--- src/rtl/counter_ctrl.sv ---
// Command-driven controller for an up/down counter: loads a start value, then
// tracks the counter step by step against an internal expectation until the target.
module counter_ctrl #(
    parameter int WIDTH = 4
) (
    input  logic             clk,
    input  logic             rst,
    input  logic             cmd_valid,
    output logic             cmd_ready,
    input  logic [WIDTH-1:0] cmd_start,
    input  logic [WIDTH-1:0] cmd_target,
    input  logic             cmd_dir,
    output logic             load,
    output logic             updown,
    output logic [WIDTH-1:0] data,
    input  logic [WIDTH-1:0] data_out,
    output logic             busy,
    output logic             done,
    output logic             err,
    output logic [WIDTH:0]   steps
);

    typedef enum logic [1:0] {
        IDLE = 2'd0,
        LOAD = 2'd1,
        RUN  = 2'd2,
        DONE = 2'd3
    } state_t;

    localparam logic [WIDTH-1:0] VAL_ONE  = WIDTH'(1);
    localparam logic [WIDTH:0]   STEP_ONE = (WIDTH + 1)'(1);

    state_t           state_r;
    logic [WIDTH-1:0] start_r;
    logic [WIDTH-1:0] target_r;
    logic             dir_r;
    logic [WIDTH-1:0] exp_r;

    // Next value the counter should show, wrapping modulo 2^WIDTH.
    function automatic logic [WIDTH-1:0] next_exp(input logic [WIDTH-1:0] v, input logic up);
        next_exp = up ? (v + VAL_ONE) : (v - VAL_ONE);
    endfunction

    assign cmd_ready = (state_r == IDLE);
    assign busy      = (state_r != IDLE);

    // Command sequencing, counter drive and step tracking.
    always_ff @(posedge clk or negedge rst) begin
        if (!rst) begin
            state_r  <= IDLE;
            start_r  <= {WIDTH{1'b0}};
            target_r <= {WIDTH{1'b0}};
            dir_r    <= 1'b0;
            exp_r    <= {WIDTH{1'b0}};
            load     <= 1'b0;
            updown   <= 1'b0;
            data     <= {WIDTH{1'b0}};
            done     <= 1'b0;
            err      <= 1'b0;
            steps    <= {(WIDTH + 1){1'b0}};
        end else begin
            case (state_r)
                IDLE: begin
                    load <= 1'b0;
                    done <= 1'b0;
                    if (cmd_valid) begin
                        start_r  <= cmd_start;
                        target_r <= cmd_target;
                        dir_r    <= cmd_dir;
                        err      <= 1'b0;
                        steps    <= {(WIDTH + 1){1'b0}};
                        // Drive the load one cycle early so it is registered in LOAD.
                        load     <= 1'b1;
                        data     <= cmd_start;
                        updown   <= cmd_dir;
                        state_r  <= LOAD;
                    end
                end
                LOAD: begin
                    load    <= 1'b0;
                    updown  <= dir_r;
                    exp_r   <= start_r;
                    state_r <= RUN;
                end
                RUN: begin
                    load   <= 1'b0;
                    updown <= dir_r;
                    if (data_out != exp_r) begin
                        err     <= 1'b1;
                        done    <= 1'b1;
                        state_r <= DONE;
                    end else if (data_out == target_r) begin
                        done    <= 1'b1;
                        state_r <= DONE;
                    end else begin
                        exp_r <= next_exp(exp_r, dir_r);
                        steps <= steps + STEP_ONE;
                    end
                end
                DONE: begin
                    load    <= 1'b0;
                    done    <= 1'b0;
                    state_r <= IDLE;
                end
                default: begin
                    load    <= 1'b0;
                    done    <= 1'b0;
                    state_r <= IDLE;
                end
            endcase
        end
    end

endmodule

--- config.mk ---
export PLATFORM = sky130hd
export DESIGN_NAME = counter_ctrl
export DESIGN_NICKNAME = d
export VERILOG_FILES = /design/src/rtl/counter_ctrl.sv
export SDC_FILE = /design/constraint.sdc
export NUM_CORES = 1
export LEC_CHECK = 0
export CAP_MARGIN = 10
export CORE_ASPECT_RATIO = 1.4
export CORE_MARGIN = 2
export CORE_UTILIZATION = 30
export CTS_CLUSTER_DIAMETER = 60
export DETAILED_ROUTE_END_ITERATION = 6
export SYNTH_ARGS = -nofsm -noshare
export SYNTH_HDL_FRONTEND = slang
export SYNTH_SLANG_ARGS = --single-unit
--- constraint.sdc ---
create_clock -name clk -period 2.2 [get_ports clk]
set_input_delay 0.44 -clock clk [delete_from_list [all_inputs] [get_ports clk]]
set_output_delay 0.44 -clock clk [all_outputs]
set_load 0.005 [all_outputs]
==> impl_metrics.yaml, run 1 <==
drt:
  wirelength_um: 3000
  via_per_inst: 4.81
  dr.first_iter.drc_count: 10
  drt-wirelength-per-cell_um: 13.0
  dr.pass1.iters: 4
  route.detailed.drc: 0
  via_count: 1106
  detail-route-antenna-nets: 0
final_layout:
  final_area_um2: 1870
  area_delta_synth_final_pct: 36.2
  drive_above_1_share_pct: 17.3
  finalNetCount: 192
  diodes: 0
  n_fill_cell: 431
  multi_input_area_um2: 718
  seqCellArea_um2: 601
clocking:
  h-tree-depth: 1
  path_clk_slew_ps: 90
  cts_buffer_depth: 2
  cts_tree: "yes"
  cts_made_buffers: 3
  clk_latency_ps: 270
  post-cts-setup-buffers: 0
  cts.sinks: 24
  cts_root_buf: "clkbuf_8"
setup_path:
  slowest_delay_ps: 460
  cp_cell_sequence: "inv_1 -> ha_2 -> inv_1 -> clkdlybuf4s50_1"
  crit_arrival_ps: 1600
  start_kind: "flip-flop"
  crit_required_ps: 1760
  slowest_stage: "clkdlybuf4s50_1"
  cp-end-kind: "primary output"
  critical_path_class: "reg -> out"
  crit_fanout: 9
  crit_top_cell: "inv_1"
  r2r_cells: 5
pwr:
  ir_drop_v: 0.000620
  power_density_nw_per_um2: 1430
  p_leak_uw: 0.000795
  finalPower_uw: 2660
placement:
  port_buffers: 30
  place_area_um2: 1790
  dp_hpwl_um: 2370
  gp_congestion: 0.826
sta:
  rsz0062_at_grt: "no"
  fin_tns_setup_ps: 0
  timing.slew.headroom_pct: 75.5
  setup_viol: 0
  layout_min_cycle_time_ps: 2040
  post-route-period-util_pct: 92.9
  fmax_mhz: 489
  hold_viol: 0
  clock_skew_ps: 7.14
  final_max_slew_viol_count: 0
  worstMarginPinSlew_ps: 367
logic_synthesis:
  synth_commonest_cells: "24 x dfrtp_1, 11 x nand3_1, 8 x mux2_2"
  synth_top_cell_by_area: "dfrtp_1"
  synthTopCellsByArea: "dfrtp_1 44%, mux2_2 6.6%, ha_1 5.5%, nand3_1 4.0%, mux2i_1 3.7%"
  postSynthCellCount: 130
  ys_warn_count: 0
  async_flop_share_pct: 100
  post-synth-top-count-cell: "dfrtp_1"
  synth_edf_count: 0
  ys_types: 34
  synth_top_area_share_pct: 43.8
  syn_area_per_cell_um2: 10.5
  synth_ff_type: "dfrtp_1"
  ys_ff_latch: 24
  syn-cell-area_um2: 1370
  synthesis.nets: 153
  synth-seq-area-share_pct: 43.8
grt:
  gr-usage-all-layers_pct: 12.5
  gr-total-overflow: 0
  grt_pass1_vias: 1158
  grt_max_degree: 25
  grt_pass1_wl_um: 5090
  antenna_found_initial: 0
outcome:
  outcome: "complete, no violations"
min_path:
  hp-class: "in -> async"
die:
  die_w_um: 61.1
  die_h_um: 84.0
  io_pins: 31
  coreArea_um2: 4460
  row_count: 29
  start_util_pct: 30.7
  die_area_um2: 5130
job:
  cap_violations: 0
-- timing repair --
action / CTS / global route
setup endpoints to repair: 0 / 2
hold buffers: 0 / 0
resized for setup: 0 / 1
-- registers in the layout, summed over array words and instances, names as in the netlist, 2 cells and up --
| register | flops |
|---|---|
| exp_r | 4 |
| target_r | 4 |
| steps | 5 |
| state_r | 2 |
| start_r | 4 |
-- power breakdown --
| group | switching [uW] | total [uW] | internal, uW |
|---|---|---|---|
| combinational | 662 | 1440 | 781 |
| sequential | 187 | 835 | 649 |
| clock | 144 | 387 | 243 |
| total | 992 | 2660 | 1670 |
-- placed cells by master (no fill, tap or decap), types with 4 or more instances in the layout --
cell type	n
inv_1	6
xor2_1	5
nor2_1	6
a21oi_1	7
nand3_1	11
buf_4	10
mux2_2	8
xnor2_1	4
o21ai_0	6
mux2i_1	5
clkdlybuf4s50_1	30
o22ai_1	6
nand2_1	5
dfrtp_1	24
ha_1	5
-- critical path: cells and delay by family (launching register included) --
kind       cells  cell delay, ps
buf+inv        3             640
flops          1             420
fa+ha+maj      1             270
-- area by class of cell --
type | count | share of cell area [%]
Timing Repair Buffer | 40 | 20.1
Inverter | 6 | 1.21
Clock buffer | 3 | 2.21
Multi-Input combinational cell | 94 | 38.5
Sequential cell | 24 | 32.2
Tap cell | 62 | 4.16
Clock inverter | 1 | 1.61
-- layer usage --
metal / part of all wire (%) / track usage, % / vias up / routed length [um]
met3: 4.2 / 2.48 / 2 / 126
li1: - / - / 547 / -
met5: 0 / 0 / - / 0
met1: 41 / 15.4 / 532 / 1240
met4: 0.30 / 1.58 / 0 / 9
met2: 54 / 22.3 / 25 / 1620
-- path summary, 6_finish.rpt --
| path | from | to | slack, ps |
|---|---|---|---|
| worst min-delay path | rst | start_r[3] | 520 |
| min in group clk | target_r[0] | target_r[0] | 540 |
| worst max-delay path | state_r[1] | busy | 160 |
| max in group asynchronous | rst | steps[3] | 1440 |
| worst min register to register | target_r[0] | target_r[0] | 540 |
| worst max register to register | exp_r[1] | state_r[1] | 410 |
-- cell families (layout without fill, tap and decap cells) --
family | Yosys count | count (layout) | synth area share [%]
XOR/XNOR | 9 | 9 | 5.75
AND/OR/NAND/NOR | 33 | 33 | 13.4
multiplexers | 15 | 15 | 12.4
adder cells (fa/ha/maj) | 7 | 7 | 6.94
flip-flops | 24 | 24 | 43.8
AO/OA/AOI/OAI | 30 | 30 | 13.7
buffers and inverters | 12 | 50 | 3.93
-- stage by stage --
step | hold slack, ps | instances | util, % | setup WS (ps)
final | 521 | 230 | 41.8 | 156
after global routing | 541 | 230 | 41.8 | 52.8
after CTS | 530 | 230 | 41.7 | 54.3
after detailed placement | 520 | 226 | 40.1 | -26.7
after global placement | 513 | 226 | 40.1 | 20.9
after floorplan | 144 | 130 | - | 389
Power figures use the tool's default switching activity.
==> run 2, diff against run 1 <==
Settings changed: CTS_BUF_LIST from default to sky130_fd_sc_hd__clkbuf_2 sky130_fd_sc_hd__clkbuf_4 sky130_fd_sc_hd__clkbuf_8.
==> results of run 2 <==
Final layout, timing and power as in run 1 (identical DEF).
==> run 3, diff against run 2 <==
Settings changed: CORE_MARGIN 2 to default.
==> run 3 against run 2 <==
  * Worst setup slack worse by 5.5 ps
  * Cell area down 1.0%
  * Cell count down 0.87%
  * Sequential power about the same
  * Hold slack better by 1.6 ps
  * Flip-flop and latch count unchanged
  * Combinational power about the same
  * Via count up 1.5%
  * Highest routed layer unchanged
==> impl_metrics.yaml, run 3 (synthesis gave the netlist of run 1 again) <==
outcome:
  outcome: "complete, no violations"
pwr:
  ir_drop_v: 0.000693
  p_leak_uw: 0.000787
  power_density_nw_per_um2: 1400
sta:
  setup_viol: 0
  rsz0062_at_grt: "no"
  layout_min_cycle_time_ps: 2050
  fin_tns_setup_ps: 0
  fmax_mhz: 488
  final_max_slew_viol_count: 0
  worstMarginPinSlew_ps: 376
  hold_viol: 0
  clock_skew_ps: 2.81
  post-route-period-util_pct: 93.1
  timing.slew.headroom_pct: 74.9
clocking:
  clk_latency_ps: 270
  cts.sinks: 24
  hold_buffers: 0
  h-tree-depth: 1
  path_clk_slew_ps: 90
  cts_buffer_depth: 2
  cts_made_buffers: 3
  cts_tree: "yes"
  cts_root_buf: "clkbuf_8"
grt:
  grt_pass1_vias: 1178
  gr-usage-all-layers_pct: 14.1
  grt_max_degree: 25
  grt_pass1_wl_um: 5050
  antenna_found_initial: 0
  gr-total-overflow: 0
die:
  die_area_um2: 4850
  row_count: 28
  die_h_um: 82.0
  io_pins: 31
  die_w_um: 59.1
  start_util_pct: 31.8
  coreArea_um2: 4310
min_path:
  hp-class: "reg -> reg"
  hold_depth: 1
  min_from: "done"
setup_path:
  cp-end-kind: "primary output"
  crit_fanout: 9
  r2r_start: "exp_r[0]"
  crit_arrival_ps: 1610
  start_kind: "flip-flop"
  crit_required_ps: 1760
  r2r_cells: 6
  critical_path_class: "reg -> out"
  cp-startpoint: "state_r[0]"
final_layout:
  area_delta_synth_final_pct: 34.8
  final_cells: 228
  regMostFlops: "steps"
  drive_above_1_share_pct: 17.3
  diodes: 0
  finalNetCount: 192
  layout_commonest_cell: "clkdlybuf4s50_1"
  final_cell_mix: "30 x clkdlybuf4s50_1, 24 x dfrtp_1, 11 x nand3_1"
  largest_reg_flops: 5
  n_fill_cell: 419
placement:
  dp_cells: 224
  port_buffers: 30
  gp_congestion: 0.856
  dp_hpwl_um: 2380
drt:
  via_count: 1123
  wirelength_um: 3040
  route.detailed.drc: 0
  detail-route-antenna-nets: 0
  drt-wirelength-per-cell_um: 13.3
  via_per_inst: 4.93
  dr.first_iter.drc_count: 22
  dr.pass1.iters: 4
job:
  cap_violations: 0
-- run 3: cell types whose count changed in the layout (fill, tap and decap cells not counted), sizes merged --
cell	delta
bufinv	-1
clkbuf	+1
-- run 3: power breakdown --
part / switching [uW] / internal, uW
Clock: 145 / 160
Sequential: 185 / 649
Combinational: 667 / 780
Total: 996 / 1590
-- run 3: stage by stage --
stage | util [%] | cell area [um^2] | total power, uW | setup WS, ps | hold slack, ps
2_1_floorplan | - | 1370 | 1760 | 389 | 144
3_3_place_gp | 41.5 | 1790 | 2230 | -10.8 | 506
3_5_place_dp | 41.5 | 1790 | 2290 | -45.5 | 512
4_1_cts | 42.8 | 1840 | 2610 | 30.4 | 533
5_1_grt | 42.9 | 1850 | 2780 | 87.2 | 547
6_report | 42.9 | 1850 | 2580 | 151 | 522
-- run 3: what timing repair did --
| action | CTS | global route |
|---|---|---|
| endpoints found under the setup margin | 0 | 1 |
| setup buffers | 0 | 0 |
| resized for setup | 0 | 1 |
-- run 3: area by class of cell --
class                           count  area [um^2]  area share, %
Multi-Input combinational cell     94          718           38.9
Sequential cell                    24          601           32.5
Timing Repair Buffer               40          375           20.3
Tap cell                           60         75.1           4.07
Clock buffer                        4         55.1           2.98
Inverter                            6         22.5           1.22
-- run 3: final timing paths --
check                         endpoint  slack (ps)
setup / recovery                  busy         150
hold / removal                    done         520
setup reg to reg              steps[4]         380
hold reg to reg                   done         520
max in group asynchronous         done        1440
min in group asynchronous  target_r[1]         530
-- run 3: critical path, stage by stage (launching register included) --
cell and delay (ps):
dfrtp_1 410, inv_1 100, ha_2 280, inv_1 110, clkdlybuf4s50_1 450
-- run 3: routing by layer --
metal  GRT usage (%)  part of all wire, %  vias to the layer above
met5               0                    0                        -
met4            6.67                  2.1                        0
met3            1.42                  3.0                        6
met2            26.7                   53                       34
met1            15.2                   42                      540
li1                -                    -                      543
